`src/rtl/gon_pkg.sv`:
```
// Shared definitions for the GON tag scheduler: FSM state encoding, tag widths
// and the packed {col,row} tag pair in GON_FIFO ordering.
package gon_pkg;

    localparam int GON_ROW_TAG_WIDTH = 4;
    localparam int GON_COL_TAG_WIDTH = 4;
    localparam int TAG_PAIR_WIDTH    = GON_ROW_TAG_WIDTH + GON_COL_TAG_WIDTH;

    typedef enum logic [1:0] {
        S_IDLE  = 2'd0,
        S_ISSUE = 2'd1,
        S_DRAIN = 2'd2,
        S_DONE  = 2'd3
    } gon_sched_state_t;

    typedef struct packed {
        logic [GON_COL_TAG_WIDTH-1:0] col;
        logic [GON_ROW_TAG_WIDTH-1:0] row;
    } gon_tag_pair_t;

endpackage

```
`src/rtl/gon_tag_walker.sv`:
```
// 2-D row/column tag counter: walks col_base..col_base+col_count-1 per row,
// counts issued tags and flags the last tag of the rectangle.
module gon_tag_walker #(
    parameter int ROW_TAG_WIDTH = 4,
    parameter int COL_TAG_WIDTH = 4,
    parameter int CNT_WIDTH     = ROW_TAG_WIDTH + COL_TAG_WIDTH
) (
    input  logic                     i_clk,
    input  logic                     i_reset,
    input  logic                     i_load,
    input  logic                     i_step,
    input  logic [ROW_TAG_WIDTH-1:0] i_row_base,
    input  logic [COL_TAG_WIDTH-1:0] i_col_base,
    input  logic [COL_TAG_WIDTH-1:0] i_col_count,
    input  logic [CNT_WIDTH-1:0]     i_total,
    output logic [ROW_TAG_WIDTH-1:0] o_row_tag,
    output logic [COL_TAG_WIDTH-1:0] o_col_tag,
    output logic                     o_last
);

    localparam logic [CNT_WIDTH-1:0]     CNT_ONE = 1;
    localparam logic [COL_TAG_WIDTH-1:0] COL_ONE = 1;
    localparam logic [ROW_TAG_WIDTH-1:0] ROW_ONE = 1;

    logic [ROW_TAG_WIDTH-1:0] r_row;
    logic [COL_TAG_WIDTH-1:0] r_col;
    logic [COL_TAG_WIDTH-1:0] r_col_base;
    logic [COL_TAG_WIDTH-1:0] r_col_last;
    logic [CNT_WIDTH-1:0]     r_issued;

    // Last column is precomputed at load; arithmetic wraps modulo 2^width.
    always_ff @(posedge i_clk) begin
        if (i_reset) begin
            r_row      <= '0;
            r_col      <= '0;
            r_col_base <= '0;
            r_col_last <= '0;
            r_issued   <= '0;
        end else if (i_load) begin
            r_row      <= i_row_base;
            r_col      <= i_col_base;
            r_col_base <= i_col_base;
            r_col_last <= i_col_base + i_col_count - COL_ONE;
            r_issued   <= '0;
        end else if (i_step) begin
            r_issued <= r_issued + CNT_ONE;
            if (r_col == r_col_last) begin
                r_col <= r_col_base;
                r_row <= r_row + ROW_ONE;
            end else begin
                r_col <= r_col + COL_ONE;
            end
        end
    end

    assign o_row_tag = r_row;
    assign o_col_tag = r_col;
    assign o_last    = (r_issued == i_total - CNT_ONE);

endmodule

```
`src/rtl/gon_tag_scheduler.sv`:
```
// Sequences one GON_FIFO transaction: pushes a rectangle of {col,row} tags and
// drains the same number of data words. Range check enabled by GON_SCHED_CFG_CHECK_EN.
module gon_tag_scheduler
    import gon_pkg::*;
#(
    parameter int ROW_TAG_WIDTH = GON_ROW_TAG_WIDTH,
    parameter int COL_TAG_WIDTH = GON_COL_TAG_WIDTH,
    parameter int NUM_OF_ROWS   = 12,
    parameter int NUM_OF_COLS   = 14
) (
    input  logic                     i_clk,
    input  logic                     i_reset,
    input  logic                     i_start,
    input  logic [ROW_TAG_WIDTH-1:0] i_row_base,
    input  logic [ROW_TAG_WIDTH-1:0] i_row_count,
    input  logic [COL_TAG_WIDTH-1:0] i_col_base,
    input  logic [COL_TAG_WIDTH-1:0] i_col_count,
    output logic [ROW_TAG_WIDTH-1:0] o_row_tag,
    output logic [COL_TAG_WIDTH-1:0] o_col_tag,
    output logic                     o_tags_wr_en,
    input  logic                     i_tags_full,
    output logic                     o_data_rd_en,
    input  logic                     i_data_empty,
    input  logic                     i_sink_ready,
    output logic                     o_busy,
    output logic                     o_done,
    output logic                     o_cfg_err,
    output logic [1:0]               o_state
);

    localparam int                   CNT_WIDTH = ROW_TAG_WIDTH + COL_TAG_WIDTH;
    localparam logic [CNT_WIDTH-1:0] CNT_ONE   = 1;

    gon_sched_state_t r_state, w_next_state;
    logic [CNT_WIDTH-1:0] r_total;
    logic [CNT_WIDTH-1:0] r_read;
    logic [CNT_WIDTH-1:0] w_total;
    logic                 w_load;
    logic                 w_step;
    logic                 w_last;
    logic                 w_cfg_bad;
    logic                 w_rd_en;

    assign w_total = {{COL_TAG_WIDTH{1'b0}}, i_row_count} * {{ROW_TAG_WIDTH{1'b0}}, i_col_count};

`ifdef GON_SCHED_CFG_CHECK_EN
    logic r_cfg_err;

    assign w_cfg_bad = ((int'(i_row_base) + int'(i_row_count)) > NUM_OF_ROWS) ||
                       ((int'(i_col_base) + int'(i_col_count)) > NUM_OF_COLS);

    always_ff @(posedge i_clk) begin
        if (i_reset) begin
            r_cfg_err <= 1'b0;
        end else if (w_load && w_cfg_bad) begin
            r_cfg_err <= 1'b1;
        end
    end

    assign o_cfg_err = r_cfg_err;
`else
    assign w_cfg_bad = 1'b0;
    assign o_cfg_err = 1'b0;
`endif

    // Read side runs alongside issue so data can drain at full rate.
    assign w_rd_en = ((r_state == S_ISSUE) || (r_state == S_DRAIN)) &&
                     !i_data_empty && i_sink_ready && (r_read < r_total);

    always_ff @(posedge i_clk) begin
        if (i_reset) begin
            r_state <= S_IDLE;
            r_total <= '0;
            r_read  <= '0;
        end else begin
            r_state <= w_next_state;
            if (w_load) begin
                r_total <= w_cfg_bad ? '0 : w_total;
                r_read  <= '0;
            end else if (w_rd_en) begin
                r_read <= r_read + CNT_ONE;
            end
        end
    end

    always_comb begin
        w_next_state = r_state;
        o_tags_wr_en = 1'b0;
        w_load       = 1'b0;
        w_step       = 1'b0;
        case (r_state)
            S_IDLE: begin
                if (i_start) begin
                    w_load = 1'b1;
                    if (w_cfg_bad || (w_total == '0)) w_next_state = S_DONE;
                    else                              w_next_state = S_ISSUE;
                end
            end
            S_ISSUE: begin
                o_tags_wr_en = !i_tags_full;
                w_step       = !i_tags_full;
                if (!i_tags_full && w_last) w_next_state = S_DRAIN;
            end
            S_DRAIN: begin
                if ((r_read == r_total) || (w_rd_en && (r_read + CNT_ONE == r_total)))
                    w_next_state = S_DONE;
            end
            S_DONE:  w_next_state = S_IDLE;
            default: w_next_state = S_IDLE;
        endcase
    end

    gon_tag_walker #(
        .ROW_TAG_WIDTH (ROW_TAG_WIDTH),
        .COL_TAG_WIDTH (COL_TAG_WIDTH),
        .CNT_WIDTH     (CNT_WIDTH)
    ) u_walker (
        .i_clk       (i_clk),
        .i_reset     (i_reset),
        .i_load      (w_load),
        .i_step      (w_step),
        .i_row_base  (i_row_base),
        .i_col_base  (i_col_base),
        .i_col_count (i_col_count),
        .i_total     (r_total),
        .o_row_tag   (o_row_tag),
        .o_col_tag   (o_col_tag),
        .o_last      (w_last)
    );

    assign o_data_rd_en = w_rd_en;
    assign o_busy       = (r_state != S_IDLE);
    assign o_done       = (r_state == S_DONE);
    assign o_state      = r_state;

endmodule

```
`config.mk`:
```
export PLATFORM = sky130hd
export DESIGN_NAME = gon_tag_scheduler
export DESIGN_NICKNAME = d
export VERILOG_FILES = /design/src/rtl/gon_pkg.sv /design/src/rtl/gon_tag_walker.sv /design/src/rtl/gon_tag_scheduler.sv
export SDC_FILE = /design/constraint.sdc
export NUM_CORES = 1
export LEC_CHECK = 0
export ABC_AREA = 1
export ABC_CLOCK_PERIOD_IN_PS = 3800
export BUFFER_PORTS_ARGS = -buffer_cell sky130_fd_sc_hd__buf_4
export CAP_MARGIN = 25
export CORE_ASPECT_RATIO = 0.9
export CORE_MARGIN = 5
export CORE_UTILIZATION = 45
export CTS_CLUSTER_SIZE = 40
export DETAILED_ROUTE_END_ITERATION = 8
export PLACE_DENSITY_LB_ADDON = 0.3
export SKIP_LAST_GASP = 1
export SYNTH_ARGS = -nofsm -noshare
export SYNTH_HDL_FRONTEND = slang
export SYNTH_SLANG_ARGS = --single-unit
export TNS_END_PERCENT = 20
```
`constraint.sdc`:
```
create_clock -name i_clk -period 3.8 [get_ports i_clk]
set_input_delay 0.76 -clock i_clk [delete_from_list [all_inputs] [get_ports i_clk]]
set_output_delay 0.76 -clock i_clk [all_outputs]
set_load 0.01 [all_outputs]
```
==> flow_metrics.tcl, run 1 <==
set metrics [dict create \
    status "completed" \
    ctsResizeCount 0 \
    tritoncts "built" \
    post_cts_hold_buffer_count 0 \
    timing.rr.start "o_state[0]" \
    residual_drc 0 \
    finish.cell_count_without_fillers 619 \
    worst-path-max-fanout 5 \
    placedCellCount 611 \
    layout_setup_ws_ns 0.571 \
    drt-pass1-iter-count 4 \
    final_antenna_diode_count 0 \
    yosys.area_share.simple_pct 31.7 \
    detail_route.iter0.violations 113 \
    synthesis.area_um2 3250 \
    cts-root-buf "sky130_fd_sc_hd__clkbuf_8" \
    total_leakage_power_nw 1.89 \
    die_width_um 99.6 \
    ys_dominant_reg_cell "sky130_fd_sc_hd__dfxtp_1" \
    max_freq_mhz 310 \
    critical_path_cell_sequence "buf_4 -> nand2_1 -> fa_1 -> inv_1 -> fa_1 -> inv_1 -> fa_1 -> inv_1 -> nand3_1 -> nand2_1 -> xnor2_1 -> nand3_1 -> nor2_1 -> nor2_1 -> nand4_1 -> nand2_1 -> nor2_1" \
    grt_pass1_vias 2935 \
    dpl_worst_slack_ns 0.261 \
    tritoncts.num_buffers 5 \
    synth.distinct_cells 36 \
    finish.net_count 586 \
    proportion_of_register_bits_with_asynchronous_set_or_reset_after_synthesis_pct 0 \
    crit_start "i_col_count[3]" \
    timing.final.setup_violations 0 \
    synth_top_family_by_area "simple AND/OR/NAND/NOR gates" \
    dp_hpwl_um 6050 \
    worst_clock_skew_ns 0.0108 \
    setup_total_negative_slack_ns 0 \
    worst_pin_slew_ns 0.834 \
    postSynthNetCount 550 \
    wl_um 7540 \
    clockBufferDepth 2 \
    syn_avg_cell_area_um2 6.64 \
    antenna_violations_before_repair 0 \
    critical-path-max-stage-delay_ns 0.56 \
    synthDominantCellAreaShare_pct 25.9 \
    ctsHtreeMaxLevel 2 \
    floorplan.initialDensity_pct 46.1 \
    clkSlewWorstSetupHoldPaths_ns 0.08 \
    ant_nets 0 \
    fp.dieH_um 90.6 \
    placementRows 29 \
    timing.max_slew.rel_slack_pct 44.3 \
    worst-setup-path-type "in -> reg" \
    synthXorXnorAreaFrac_pct 4.04 \
    port_buffers 35 \
    synth-warning-count 0 \
    synth_seq_area_share_pct 25.9 \
    layout-drive-gt1-share_pct 11.0 \
    unrepaired_setup_endpoints_after_global_routing "false" \
    grt_pass1_wl_um 12900 \
    period_needed_ns 3.23 \
    ys_top_cells_by_area "sky130_fd_sc_hd__dfxtp_1 (26%), sky130_fd_sc_hd__nand2_1 (15%), sky130_fd_sc_hd__ha_1 (13%)" \
    synth_compound_area_share_pct 11.4 \
    detailroute.via_count 3127 \
    core_area_um2 7040 \
    area_growth_pct 14.0 \
    final-max-slew-violation-count 0 \
    maximum_vdd_ir_drop_mv 0.342 \
    worst_setup_path_end_kind "register" \
    routabilityCongestion 0.909 \
    synth_largest_area_cell "sky130_fd_sc_hd__dfxtp_1" \
    detail_route.vias_per_cell 5.05 \
    grt_util_all_layers_pct 17.1 \
    final.period_utilization_pct 85.0 \
    synth_enable_flop_cells 0 \
    cts_setup_buffers 0 \
    synth_adder_area_share_pct 16.2 \
    hp-start "u_walker.r_col_base[1]" \
    wl_per_cell_um 12.2 \
    die-area_um2 9020 \
    arrival_ns 3.47 \
    worst-endpoint-required_ns 4.04 \
    yosysMostFrequentCell "sky130_fd_sc_hd__nand2_1" \
    post_synthesis_mux_area_share_pct 0 \
    grt_max_degree 24 \
    fin_util_pct 52.6 \
    synth.cells.most_frequent "sky130_fd_sc_hd__nand2_1 (129), sky130_fd_sc_hd__inv_1 (82), sky130_fd_sc_hd__nor2_1 (47)" \
    hold_wc_path_type "reg -> reg" \
    crit_slowest_cell "sky130_fd_sc_hd__fa_1" \
    fillerInstances 719 \
    worst_case_hold_slack_ns 0.470 \
    critical_path.startpoint_type "input port" \
    max_cap_viol_count 0 \
    clock-sinks 42 \
    power.density_nw_per_um2 507 \
    hold_violations 0 \
    clock_latency_ns 0.31 \
    gr-total-overflow 0 \
    synth_cells 489 \
    ys_ff_latch 42 \
    total_i_o_pin_count 37 \
]
report_power, final:
part	switching (mW)	internal, mW	total [mW]
Clock	0.165	0.146	0.311
Sequential	0.0983	0.523	0.621
Combinational	0.574	0.371	0.945
Total	0.837	1.04	1.88
metrics by stage:
step | instance area, um2 | power [mW]
after floorplan | 3250 | 1.28
after global placement | 3610 | 1.55
after detailed placement | 3610 | 1.57
after CTS | 3700 | 1.89
after global routing | 3700 | 2.05
final | 3700 | 1.88
worst paths after layout:
| check | endpoint | slack (ns) | cells after the start |
|---|---|---|---|
| worst max-delay path | o_state[1] | 0.57 | 17 |
| worst min-delay path | u_walker.r_col_base[1] | 0.47 | 2 |
| worst max register to register | u_walker.r_issued[6] | 1.44 | 6 |
| worst min register to register | u_walker.r_col_base[1] | 0.47 | 2 |
cells by family after synthesis:
kind of cell	after synthesis
other	1
and+or+nand+nor	240
buffers and inverters	91
adders and majority gates	39
AOI/OAI and AO/OA	61
DFF	42
xor gates and xnor gates	15
per-layer routing:
| metal | vias up | track usage [%] | wire (um) |
|---|---|---|---|
| li1 | 1642 | - | - |
| met4 | 0 | 5.35 | 103 |
| met5 | - | 0 | 0 |
| met2 | 51 | 27.6 | 3430 |
| met1 | 1424 | 23.3 | 3690 |
| met3 | 10 | 2.86 | 321 |
area by class of cell:
cell class / count / area (um2) / share of cell area [%]
multi-input combinational: 356 / 2060 / 55.7
sequential: 42 / 841 / 22.7
inverter: 83 / 312 / 8.42
timing repair buffer: 37 / 278 / 7.50
tap: 93 / 116 / 3.14
clock buffer: 6 / 82.6 / 2.23
clock inverter: 2 / 12.5 / 0.338
worst max-delay path: cells and delay by family:
family / cells / cell delay (ns)
adders and majority gates: 3 / 1.54
buffers and inverters: 4 / 0.30
and+or+nand+nor: 9 / 0.73
xor gates and xnor gates: 1 / 0.14
registers in the layout (all words and copies together), names as in the netlist:
register	count
u_walker.r_col_last	4
u_walker.o_col_tag	4
o_state	2
u_walker.r_col_base	4
u_walker.o_row_tag	4
r_read	8
u_walker.r_issued	8
r_total	8
cells in the final DEF (no fill, tap or decap), types with 2 or more instances in the layout:
cell                         n
sky130_fd_sc_hd__a211oi_1    8
sky130_fd_sc_hd__fa_1        5
sky130_fd_sc_hd__nor2_2      5
sky130_fd_sc_hd__o21a_1      2
sky130_fd_sc_hd__ha_1       34
sky130_fd_sc_hd__nor2_1     47
sky130_fd_sc_hd__xnor2_1     9
sky130_fd_sc_hd__a31oi_1     6
sky130_fd_sc_hd__nor3_1      5
sky130_fd_sc_hd__dfxtp_1    42
sky130_fd_sc_hd__a21oi_1    17
sky130_fd_sc_hd__nand3_1    37
sky130_fd_sc_hd__o22ai_1     6
sky130_fd_sc_hd__xor2_1      6
sky130_fd_sc_hd__buf_4      37
sky130_fd_sc_hd__nand4_1     7
sky130_fd_sc_hd__o21bai_1    2
sky130_fd_sc_hd__nor2_4      2
sky130_fd_sc_hd__clkbuf_8    6
sky130_fd_sc_hd__nor3b_1     3
sky130_fd_sc_hd__nand2_1   129
sky130_fd_sc_hd__inv_1      82
sky130_fd_sc_hd__o211ai_1    3
sky130_fd_sc_hd__o21ai_0    14
No activity file was read; power rests on OpenSTA's default activity.
==> run 2, diff against run 1 <==
ABC_CLOCK_PERIOD_IN_PS = 2800   (was 3800)
clock period = 2.8 ns   (was 3.8 ns; I/O delays follow)
==> run 2 against run 1 <==
  * The run now ends with setup timing left
  * Global-route usage is 0.90 points higher
  * Sequential share of layout area is 1.1 points lower
  * Non-clock buffer count is 18 higher
  * Critical endpoint unchanged
  * Largest cell class unchanged
  * Largest power group unchanged
==> flow_metrics.tcl, run 2 (synthesis results as in run 1) <==
set metrics [dict create \
    setup_total_negative_slack_ns -0.0799 \
    floorplan.initialDensity_pct 46.1 \
    post_cts_hold_buffer_count 0 \
    worst_setup_path_end_kind "register" \
    area_growth_pct 19.8 \
    fin_util_pct 55.3 \
    die-area_um2 9020 \
    maximum_vdd_ir_drop_mv 0.335 \
    max_cap_viol_count 0 \
    wl_per_cell_um 12.2 \
    port_buffers 35 \
    detail_route.iter0.violations 224 \
    cts-root-buf "sky130_fd_sc_hd__clkbuf_8" \
    grt_max_degree 17 \
    tritoncts "built" \
    total_leakage_power_nw 1.99 \
    routabilityCongestion 0.890 \
    clkSlewWorstSetupHoldPaths_ns 0.08 \
    worst-endpoint-required_ns 3.02 \
    multi_input_comb_area_um2 2100 \
    wl_um 7780 \
    drt-pass1-iter-count 4 \
    unrepaired_setup_endpoints_after_global_routing "true" \
    global_route.usage.met2_pct 29.9 \
    placementRows 29 \
    cts_setup_buffers 0 \
    finish.net_count 604 \
    worst_case_hold_slack_ns 0.476 \
    arrival_ns 3.10 \
    register_area_um2 841 \
    tritoncts.num_buffers 5 \
    clockBufferDepth 2 \
    final_cell_mix "sky130_fd_sc_hd__nand2_1 (128), sky130_fd_sc_hd__inv_1 (81), sky130_fd_sc_hd__buf_4 (55), sky130_fd_sc_hd__nor2_1 (47), sky130_fd_sc_hd__dfxtp_1 (42)" \
    worst-setup-path-type "in -> reg" \
    final_antenna_diode_count 0 \
    final.period_utilization_pct 103 \
    timing.max_slew.rel_slack_pct 65.1 \
    fp.dieH_um 90.6 \
    power.density_nw_per_um2 694 \
    die_width_um 99.6 \
    ant_nets 0 \
    number_of_cells_traversed_by_the_worst_register_to_register_path 13 \
    dp_hpwl_um 6290 \
    layout_setup_ws_ns -0.0799 \
    grt_pass1_wl_um 13700 \
    grt_pass1_vias 3107 \
    grt_util_met3_pct 2.32 \
    failed_checks "setup timing" \
    total_i_o_pin_count 37 \
    peak_usage_layer_in_the_global_routing_report "met2" \
    grt.met1_usage_pct 24.2 \
    antenna_violations_before_repair 0 \
    worst-path-max-fanout 2 \
    worst_setup_path_endpoint "o_state[1]" \
    residual_drc 0 \
    r2r-end "o_state[1]" \
    largestRegisters "r_read (8), r_total (8), u_walker.r_issued (8)" \
    ctsHtreeMaxLevel 2 \
    final-max-slew-violation-count 0 \
    hold_wc_path_type "reg -> reg" \
    hold_violations 0 \
    layout.cells.most_common "sky130_fd_sc_hd__nand2_1" \
    dpl_worst_slack_ns -0.419 \
    grt_util_all_layers_pct 18.0 \
    clock_latency_ns 0.30 \
    critical_path.startpoint_type "input port" \
    reg2reg_setup_slack_ns 0.48 \
    crit_start "i_row_count[2]" \
    detailroute.via_count 3177 \
    timing.final.setup_violations 1 \
    period_needed_ns 2.88 \
    clock-sinks 42 \
    core_area_um2 7040 \
    worst_pin_slew_ns 0.522 \
    design_power_total_mw 2.70 \
    worst_clock_skew_ns 0.0126 \
    gr-total-overflow 0 \
    max_freq_mhz 347 \
    status "finished, violations left" \
    detail_route.vias_per_cell 5.00 \
    fillerInstances 688 \
    timing.rr.start "o_state[1]" \
    layout-drive-gt1-share_pct 14.7 \
]
## run 2: final cells by class
cell class              count  area share, %
flip-flops and latches     42           21.6
repair buffers             55           10.6
clock inverters             1          0.772
well taps                  93           2.99
clock buffers               6           2.12
multi-input cells         356           53.9
inverters                  83           8.01
## run 2: power breakdown
part	internal, mW	switching (mW)	leakage [nW]
logic	0.555	0.801	1.59
clock network	0.286	0.215	0.0573
registers	0.709	0.135	0.343
total	1.55	1.15	1.99
## run 2: worst min path at each step
stage                                 startpoint  cells past startpoint                      to
after floorplan           u_walker.r_col_base[1]                      2  u_walker.r_col_base[1]
after global placement    u_walker.r_col_base[0]                      2  u_walker.r_col_base[0]
after detailed placement  u_walker.r_col_base[0]                      2  u_walker.r_col_base[0]
after CTS                 u_walker.r_col_base[0]                      2  u_walker.r_col_base[0]
after global routing      u_walker.r_col_base[0]                      2  u_walker.r_col_base[0]
final                     u_walker.r_col_base[0]                      2  u_walker.r_col_base[0]
## run 2: critical path: stages
cell and delay [ns]:
sky130_fd_sc_hd__buf_4 0.12, sky130_fd_sc_hd__nand2_8 0.05, sky130_fd_sc_hd__fa_1 0.53, sky130_fd_sc_hd__inv_1 0.05, sky130_fd_sc_hd__fa_1 0.51, sky130_fd_sc_hd__inv_2 0.05
sky130_fd_sc_hd__fa_2 0.54, sky130_fd_sc_hd__nand2_1 0.06, sky130_fd_sc_hd__nor3_2 0.15, sky130_fd_sc_hd__nand3_1 0.08, sky130_fd_sc_hd__nor2_1 0.11, sky130_fd_sc_hd__nor2_1 0.06
sky130_fd_sc_hd__nand4_1 0.07, sky130_fd_sc_hd__nand2_1 0.05, sky130_fd_sc_hd__nor2_1 0.11
## run 2: routing by layer
metal / vias to the layer above / routed length [um]
met4: 0 / 148
met1: 1426 / 3670
met2: 62 / 3680
met5: - / 0
li1: 1674 / -
met3: 15 / 281
## run 2: stage by stage
stage | cells | instance area, um2
after floorplan | 489 | 3270
after global placement | 629 | 3760
after detailed placement | 629 | 3760
after CTS | 636 | 3880
after global routing | 636 | 3890
final | 636 | 3890
## run 2: what timing repair did
action | 4_1_cts | 5_1_grt
pin swaps | 1 | 0
resized for setup | 1 | 2
endpoints found under the setup margin | 1 | 2
